[config.mk]
export PLATFORM = sky130hd
export DESIGN_NAME = key_event_arbiter
export DESIGN_NICKNAME = d
export VERILOG_FILES = /design/src/rtl/key_event_arbiter.sv
export SDC_FILE = /design/constraint.sdc
export NUM_CORES = 1
export LEC_CHECK = 0
export ABC_AREA = 1
export CORE_ASPECT_RATIO = 0.6
export CORE_MARGIN = 3
export CORE_UTILIZATION = 46
export DETAILED_ROUTE_END_ITERATION = 12
export PLACE_DENSITY = 0.68
export SYNTH_ARGS = -nofsm -noshare
export SYNTH_HDL_FRONTEND = slang
export SYNTH_SLANG_ARGS = --single-unit
[constraint.sdc]
create_clock -name clk -period 2.3 [get_ports clk]
set_input_delay 0.46 -clock clk [delete_from_list [all_inputs] [get_ports clk]]
set_output_delay 0.46 -clock clk [all_outputs]
set_load 0.03 [all_outputs]
[src/rtl/key_event_arbiter.sv]
// Key event arbiter: per-key press/release/auto-repeat detection feeding a
// single round-robin arbitrated event output register with valid/ready.
module key_event_arbiter #(
    parameter int w          = 4,
    parameter int rpt_delay  = 16,
    parameter int rpt_period = 8,
    parameter int cnt_w      = 8,
    localparam int KW        = (w > 1) ? $clog2(w) : 1
) (
    input  logic          clk,
    input  logic          reset,
    input  logic [w-1:0]  key_db,
    input  logic          rpt_en,
    output logic          ev_valid,
    input  logic          ev_ready,
    output logic [KW-1:0] ev_key,
    output logic [1:0]    ev_type,
    output logic          overflow
);

    localparam logic [cnt_w-1:0] DLY_LAST = cnt_w'(rpt_delay - 1);
    localparam logic [cnt_w-1:0] PER_LAST = cnt_w'(rpt_period - 1);

    logic [w-1:0]     r_prev;
    logic [w-1:0]     r_phase;
    logic [1:0]       r_pend [w];
    logic [cnt_w-1:0] r_cnt  [w];
    logic [KW-1:0]    r_last;

    logic [w-1:0]     w_press;
    logic [w-1:0]     w_rel;
    logic [w-1:0]     w_held;
    logic [w-1:0]     w_rpt;
    logic [1:0]       w_new [w];
    logic             w_load;
    logic             w_found;
    logic [KW-1:0]    w_gnt;
    logic [w-1:0]     w_gnt_oh;

    function automatic int rr_idx(input int base, input int k);
        int j;
        j = base + 1 + k;
        if (j >= w) j = j - w;
        return j;
    endfunction

    always_comb begin
        for (int i = 0; i < w; i++) begin
            w_press[i] = key_db[i] & ~r_prev[i];
            w_rel[i]   = ~key_db[i] & r_prev[i];
            w_held[i]  = key_db[i] & r_prev[i];
            w_rpt[i]   = rpt_en & w_held[i] &
                         (r_phase[i] ? (r_cnt[i] == PER_LAST)
                                     : (r_cnt[i] == DLY_LAST));
            w_new[i]   = w_press[i] ? 2'b01 :
                         w_rel[i]   ? 2'b10 :
                         w_rpt[i]   ? 2'b11 : 2'b00;
        end
    end

    // Round-robin search begins one past the last granted key.
    always_comb begin
        w_load   = ~ev_valid | ev_ready;
        w_found  = 1'b0;
        w_gnt    = '0;
        w_gnt_oh = '0;
        for (int k = 0; k < w; k++) begin
            if (!w_found && r_pend[rr_idx(int'(r_last), k)] != 2'b00) begin
                w_found = 1'b1;
                w_gnt   = KW'(rr_idx(int'(r_last), k));
                w_gnt_oh[rr_idx(int'(r_last), k)] = w_load;
            end
        end
    end

    always_ff @(posedge clk) begin
        if (reset) begin
            r_prev   <= '0;
            r_phase  <= '0;
            r_last   <= KW'(w - 1);
            ev_valid <= 1'b0;
            ev_key   <= '0;
            ev_type  <= 2'b00;
            overflow <= 1'b0;
            for (int i = 0; i < w; i++) begin
                r_pend[i] <= 2'b00;
                r_cnt[i]  <= '0;
            end
        end else begin
            r_prev <= key_db;
            for (int i = 0; i < w; i++) begin
                // A fresh event wins over the grant-clear on the same key.
                if (w_new[i] != 2'b00) begin
                    r_pend[i] <= w_new[i];
                    if (r_pend[i] != 2'b00 && !w_gnt_oh[i])
                        overflow <= 1'b1;
                end else if (w_gnt_oh[i]) begin
                    r_pend[i] <= 2'b00;
                end
                if (w_rpt[i]) begin
                    r_cnt[i]   <= '0;
                    r_phase[i] <= 1'b1;
                end else if (w_held[i] && rpt_en) begin
                    r_cnt[i]   <= r_cnt[i] + cnt_w'(1);
                end else begin
                    r_cnt[i]   <= '0;
                    r_phase[i] <= 1'b0;
                end
            end
            if (w_load) begin
                ev_valid <= w_found;
                if (w_found) begin
                    ev_key  <= w_gnt;
                    ev_type <= r_pend[w_gnt];
                    r_last  <= w_gnt;
                end
            end
        end
    end

endmodule

Yosys cells after proc, flatten, opt, wreduce, memory -nomap -nowiden
Memory sizes are Yosys's and may differ from the RTL's. A register that Yosys moved wholly into a read port is not among the register bits.
Cells that the tools add are included.
{ "word_totals": {"memories": 2, "wordCells": 290, "in_bits": 8, "mem_bits_rw": 40, "output_inout_bits": 6, "reg_bits": 14} }
{ "classes": {"eq_ne": 12, "n_lt_le_gt_ge": 12, "n_addsub": 12, "muxes": 157, "bitwise_logic": 51, "n_reduce_logical": 35} }
{ "memory_table": {"columns": ["name", "words", "width", "rd", "rd_ports_with_merged_regs", "write_ports", "line", "text"], "rows": [
  ["r_cnt", 4, 8, 4, 0, 4, "27", "logic [cnt_w-1:0] r_cnt [w];"],
  ["r_pend", 4, 2, 9, 1, 4, "26", "logic [1:0] r_pend [w];"]
]} }
{ "op_table": {"columns": ["cell", "count"], "rows": [
  ["two-way mux 32 bit", 8],
  [">= comparator 32 x 1 -> 1 bit, second input constant", 4],
  ["less-than comparator 32 x 4 -> 1 bit, second input constant", 4],
  ["two-way mux 1 bit", 102],
  [">= comparator 32 x 4 -> 1 bit, second input constant", 3],
  ["two-way mux 8 bit", 12],
  ["subtractor 32 x 4 -> 32 bit, second input constant", 3],
  ["two-way mux 2 bit", 24],
  ["adder 32 x 2 -> 32 bit, second input constant", 1],
  ["adder 32 x 3 -> 32 bit, second input constant", 1],
  ["adder 8 x 1 -> 8 bit, second input constant", 4],
  ["== test 8 x 3 -> 1 bit, second input constant", 4],
  ["== test 8 x 4 -> 1 bit, second input constant", 4],
  ["nonzero test 2 bit", 12],
  ["bitwise OR 1 bit", 21],
  ["bitwise AND 1 bit", 20],
  ["two-way mux 4 bit", 4],
  ["logical AND 1 bit", 15],
  ["bitwise mux 4 bit", 3],
  ["inverter 1 bit", 9],
  ["demux 1 bit (select 2 bit)", 4],
  ["inequality test 2 bit, second input constant", 4],
  ["logical NOT 1 bit", 7],
  ["subtractor 4 x 3 -> 5 bit, second input constant", 1],
  ["5 further kinds", 5]
]} }

Depth between registers and ports, before layout
An unclocked memory read counts as a cell.
{ "logic_depth": {"ltp_word": 31, "mapped_depth": 19, "ltp_nobuf": 18} }

Least setup slack after synthesis
Ideal clock, no wire load.
{ "synth_path": {"path_kind": "reg-to-reg", "start": "register r_last[0]", "end": "register ev_type[0] (read register of r_pend)", "setup_time_ps": 109, "n_path_buf": 1, "synth_period_minus_slack_ps": 2314, "arrival_ps": 2205, "slack_ps": -14, "required_ps": 2191, "stages_incl_launch_ff": 20, "cell_sequence": "dfxtp_1 > inv_2 > buf_6 > ha_1 > inv_2 > nand2_1 > nand2_1 > nand3_1 > nand2_2 > nand2_4 > nor2_8 > nand2_2 > nand2_2 > nand2_2 > nand2_1 > nand2_1 > nand2_1 > nand3_1 > nand2_1 > inv_1"} }
{ "synth_between": {"elab_chain_len": 16, "word_cells_on_any_way": 36, "classes_between": "8 x add/sub; 4 x order compare; 12 x mux; 11 x reduce/logical; 1 x memory"} }
{ "synth_lines": {"columns": ["element", "line", "text"], "rows": [
  ["start, declared", "28", "logic [KW-1:0] r_last;"],
  ["start signal, assigned", "80", "r_last <= KW'(w - 1);"],
  ["start signal, assigned", "115", "r_last <= w_gnt;"],
  ["adder 2 x 1 -> 3 bit (*)", "42", "j = base + 1 + k;"],
  ["parallel branches: the longest is 15 deep, another holds adder 32 x 2 -> 32 bit", null, null],
  ["end, declared", "17", "output logic [1:0] ev_type,"]
]} }
Every way passes the cells marked *.
A chain may end at the register's enable or synchronous reset.

==> results_dict.tcl <==
set metrics [dict create \
    final_cell_mix "115 x nand2_1, 68 x inv_1, 53 x nor2_1" \
    std_cell_rows 23 \
    grt_pass1_wl_um 11400 \
    syn_area_per_cell_um2 7.64 \
    antenna_found_initial 0 \
    fin_util_pct 57.6 \
    dpl_cell_area_um2 3800 \
    die_h_um 72.8 \
    crit_type "reg2reg" \
    nets 521 \
    yosys.area.top_type "edfxtp_1" \
    clk_pin_slew_ns 0.07 \
    via_count 2911 \
    synthCells 448 \
    crit_arrival_ns 2.17 \
    grt_max_degree 19 \
    core_area_um2 6940 \
    wl_per_cell_um 11.2 \
    drtIter0Drc 214 \
    finalClockSkew_ns 0.00327 \
    vias_per_cell 4.84 \
    ir_drop_uv 696 \
    min_period_over_period_pct 94.2 \
    fill_cells 654 \
    timing.final.ws_setup_ns 0.133 \
    ys_seq_area_share_pct 44.5 \
    tns_ns 0 \
    clock_latency_ns 0.30 \
    grt_usage_pct 16.5 \
    place_hpwl_um 5220 \
    yosys.area.top_type_share_pct 35.1 \
    timing.final.hold_violations 0 \
    setup_viol 0 \
    cts-root-buf "clkbuf_16" \
    max_cap_violations 0 \
    synth_seq_cells 56 \
    rsz0062_at_grt "false" \
    cts.sinks 56 \
    hold_slack_ns 0.474 \
    ios 14 \
    cts_htree_levels 2 \
    fin_crit_ns 2.17 \
    place.gp.congestion 0.942 \
    final_antenna_net_count 0 \
    num_antenna_cells 0 \
    grt-ovfl-total 0 \
    syn_to_final_growth_pct 16.8 \
    netlist_area_um2 3420 \
    post-route-cell-area_um2 4000 \
    outcome "completed" \
    ys_warn_count 0 \
    initial_utilization_pct 49.3 \
    numCtsBuffers 5 \
    critical_path_required_ns 2.30 \
    drc 0 \
    final_common_cell "nand2_1" \
    die_area_um2 8540 \
    drt_pass1_iterations 4 \
    portBuffers 13 \
    tritoncts "done" \
    maxSlewViolCount 0 \
    drive_above_1_share_pct 8.76 \
    fmax_mhz 461 \
    crit_fanout 7 \
    die_w_um 117 \
    wl_um 6760 \
    worst_setup_path_start_kind "register" \
    synth_cell_types 35 \
    p_leak_uw 0.00186 \
    min_path_type "reg2reg" \
    power_density_nw_per_um2 1150 \
    ctsHoldBuffers 0 \
    yosys-top-cells-area "edfxtp_1 35%, nand2_1 13%, dfxtp_1 9.4%" \
    grt_pass1_vias 2621 \
    worstSetupEndpointType "register" \
    clockBufferDepth 2 \
    dp_slack_ns 0.00916 \
]
## flip-flops by register name, indices dropped and copies added, names as in the netlist
signal    flops
r_cnt        32
r_pend        8
r_phase       4
r_prev        4
ev_key        2
ev_type       2
r_last        2
ev_valid      1
overflow      1
## final cells by class
cell class | instances | area (µm²) | area share [%]
multi-input combinational | 345 | 1740 | 43.6
timing repair buffer | 20 | 183 | 4.57
tap | 100 | 125 | 3.13
clock buffer | 5 | 125 | 3.13
inverter | 73 | 277 | 6.92
clock inverter | 3 | 22.5 | 0.563
sequential | 56 | 1520 | 38.1
## synth_stat cells, drive strengths merged
| library cell | number |
|---|---|
| nand3 | 42 |
| conb | 1 |
| buf | 4 |
| o21bai | 1 |
| xnor2 | 3 |
| dfxtp | 16 |
| ha | 12 |
| nor2 | 58 |
| nor3b | 4 |
| nand2 | 126 |
| a31oi | 2 |
| a21oi | 20 |
| or2 | 2 |
| o211ai | 2 |
| a211oi | 2 |
| o21ai | 5 |
| nand4 | 9 |
| inv | 73 |
| and2 | 1 |
| a21boi | 1 |
| clkbuf | 1 |
| nor3 | 14 |
| xor2 | 6 |
| edfxtp | 40 |
| nor4 | 3 |
## critical path, cell delays in order, from the launching register on
cell	delay, ns
dfxtp_1	0.33
inv_1	0.07
ha_4	0.32
inv_4	0.06
nand2_1	0.08
nand2_2	0.09
nor2_8	0.19
inv_2	0.08
nor2_2	0.13
nand2_1	0.06
nand2_1	0.06
inv_1	0.04
nand3_1	0.09
nand2_1	0.11
nand4_1	0.14
## power by group
group	switching [µW]	leakage (µW)	total [µW]	internal, µW
combinational	1700	0.00123	2550	851
clock	357	0.0000742	765	408
sequential	77.8	0.000551	1300	1220
## cell families (layout without fill, tap and decap cells)
kind of cell    after synthesis  after routing  share of synthesized area [%]
simple gates                259            259                           34.3
buf+inv                      78            101                           9.03
flops                        56             56                           44.5
compound gates               33             33                           5.45
fa+ha+maj                    12             12                           4.39
xor+xnor                      9              9                           2.30
other cells                   1             32                          0.110
## per-layer routing
layer	wire length, µm	part of all wire [%]	track usage (%)	up-vias
li1	-	-	-	1527
met1	3410	50	23.3	1291
met2	2750	41	24.5	80
met3	490	7.3	4.42	13
met4	114	1.7	6.24	0
met5	0	0	0	-
## timing repair
action / in CTS / in global routing
resized for setup: 0 / 8
setup buffers: 0 / 2
hold endpoints to repair: 0 / 0
setup endpoints to repair: 0 / 15
## path summary, 6_finish.rpt
check,from,slack [ns],cells after the start,end
worst max-delay path,r_last[1]$_SDFFE_PP1P_,0.13,14,r_pend[0][0]$_SDFFCE_PP0P_
worst min-delay path,ev_key[0]$_SDFFE_PP0P_,0.47,2,ev_key[0]$_SDFFE_PP0P_
worst max register to register,r_last[1]$_SDFFE_PP1P_,0.13,14,r_pend[0][0]$_SDFFCE_PP0P_
worst min register to register,ev_key[0]$_SDFFE_PP0P_,0.47,2,ev_key[0]$_SDFFE_PP0P_
## stage by stage
stage          instances  total power, µW
6_report             602             4610
5_1_grt              602             4980
4_1_cts              600             4430
3_5_place_dp         592             3640
3_3_place_gp         592             3620
2_1_floorplan        479             3110
Note: power is estimated with default switching activity, not from simulation.
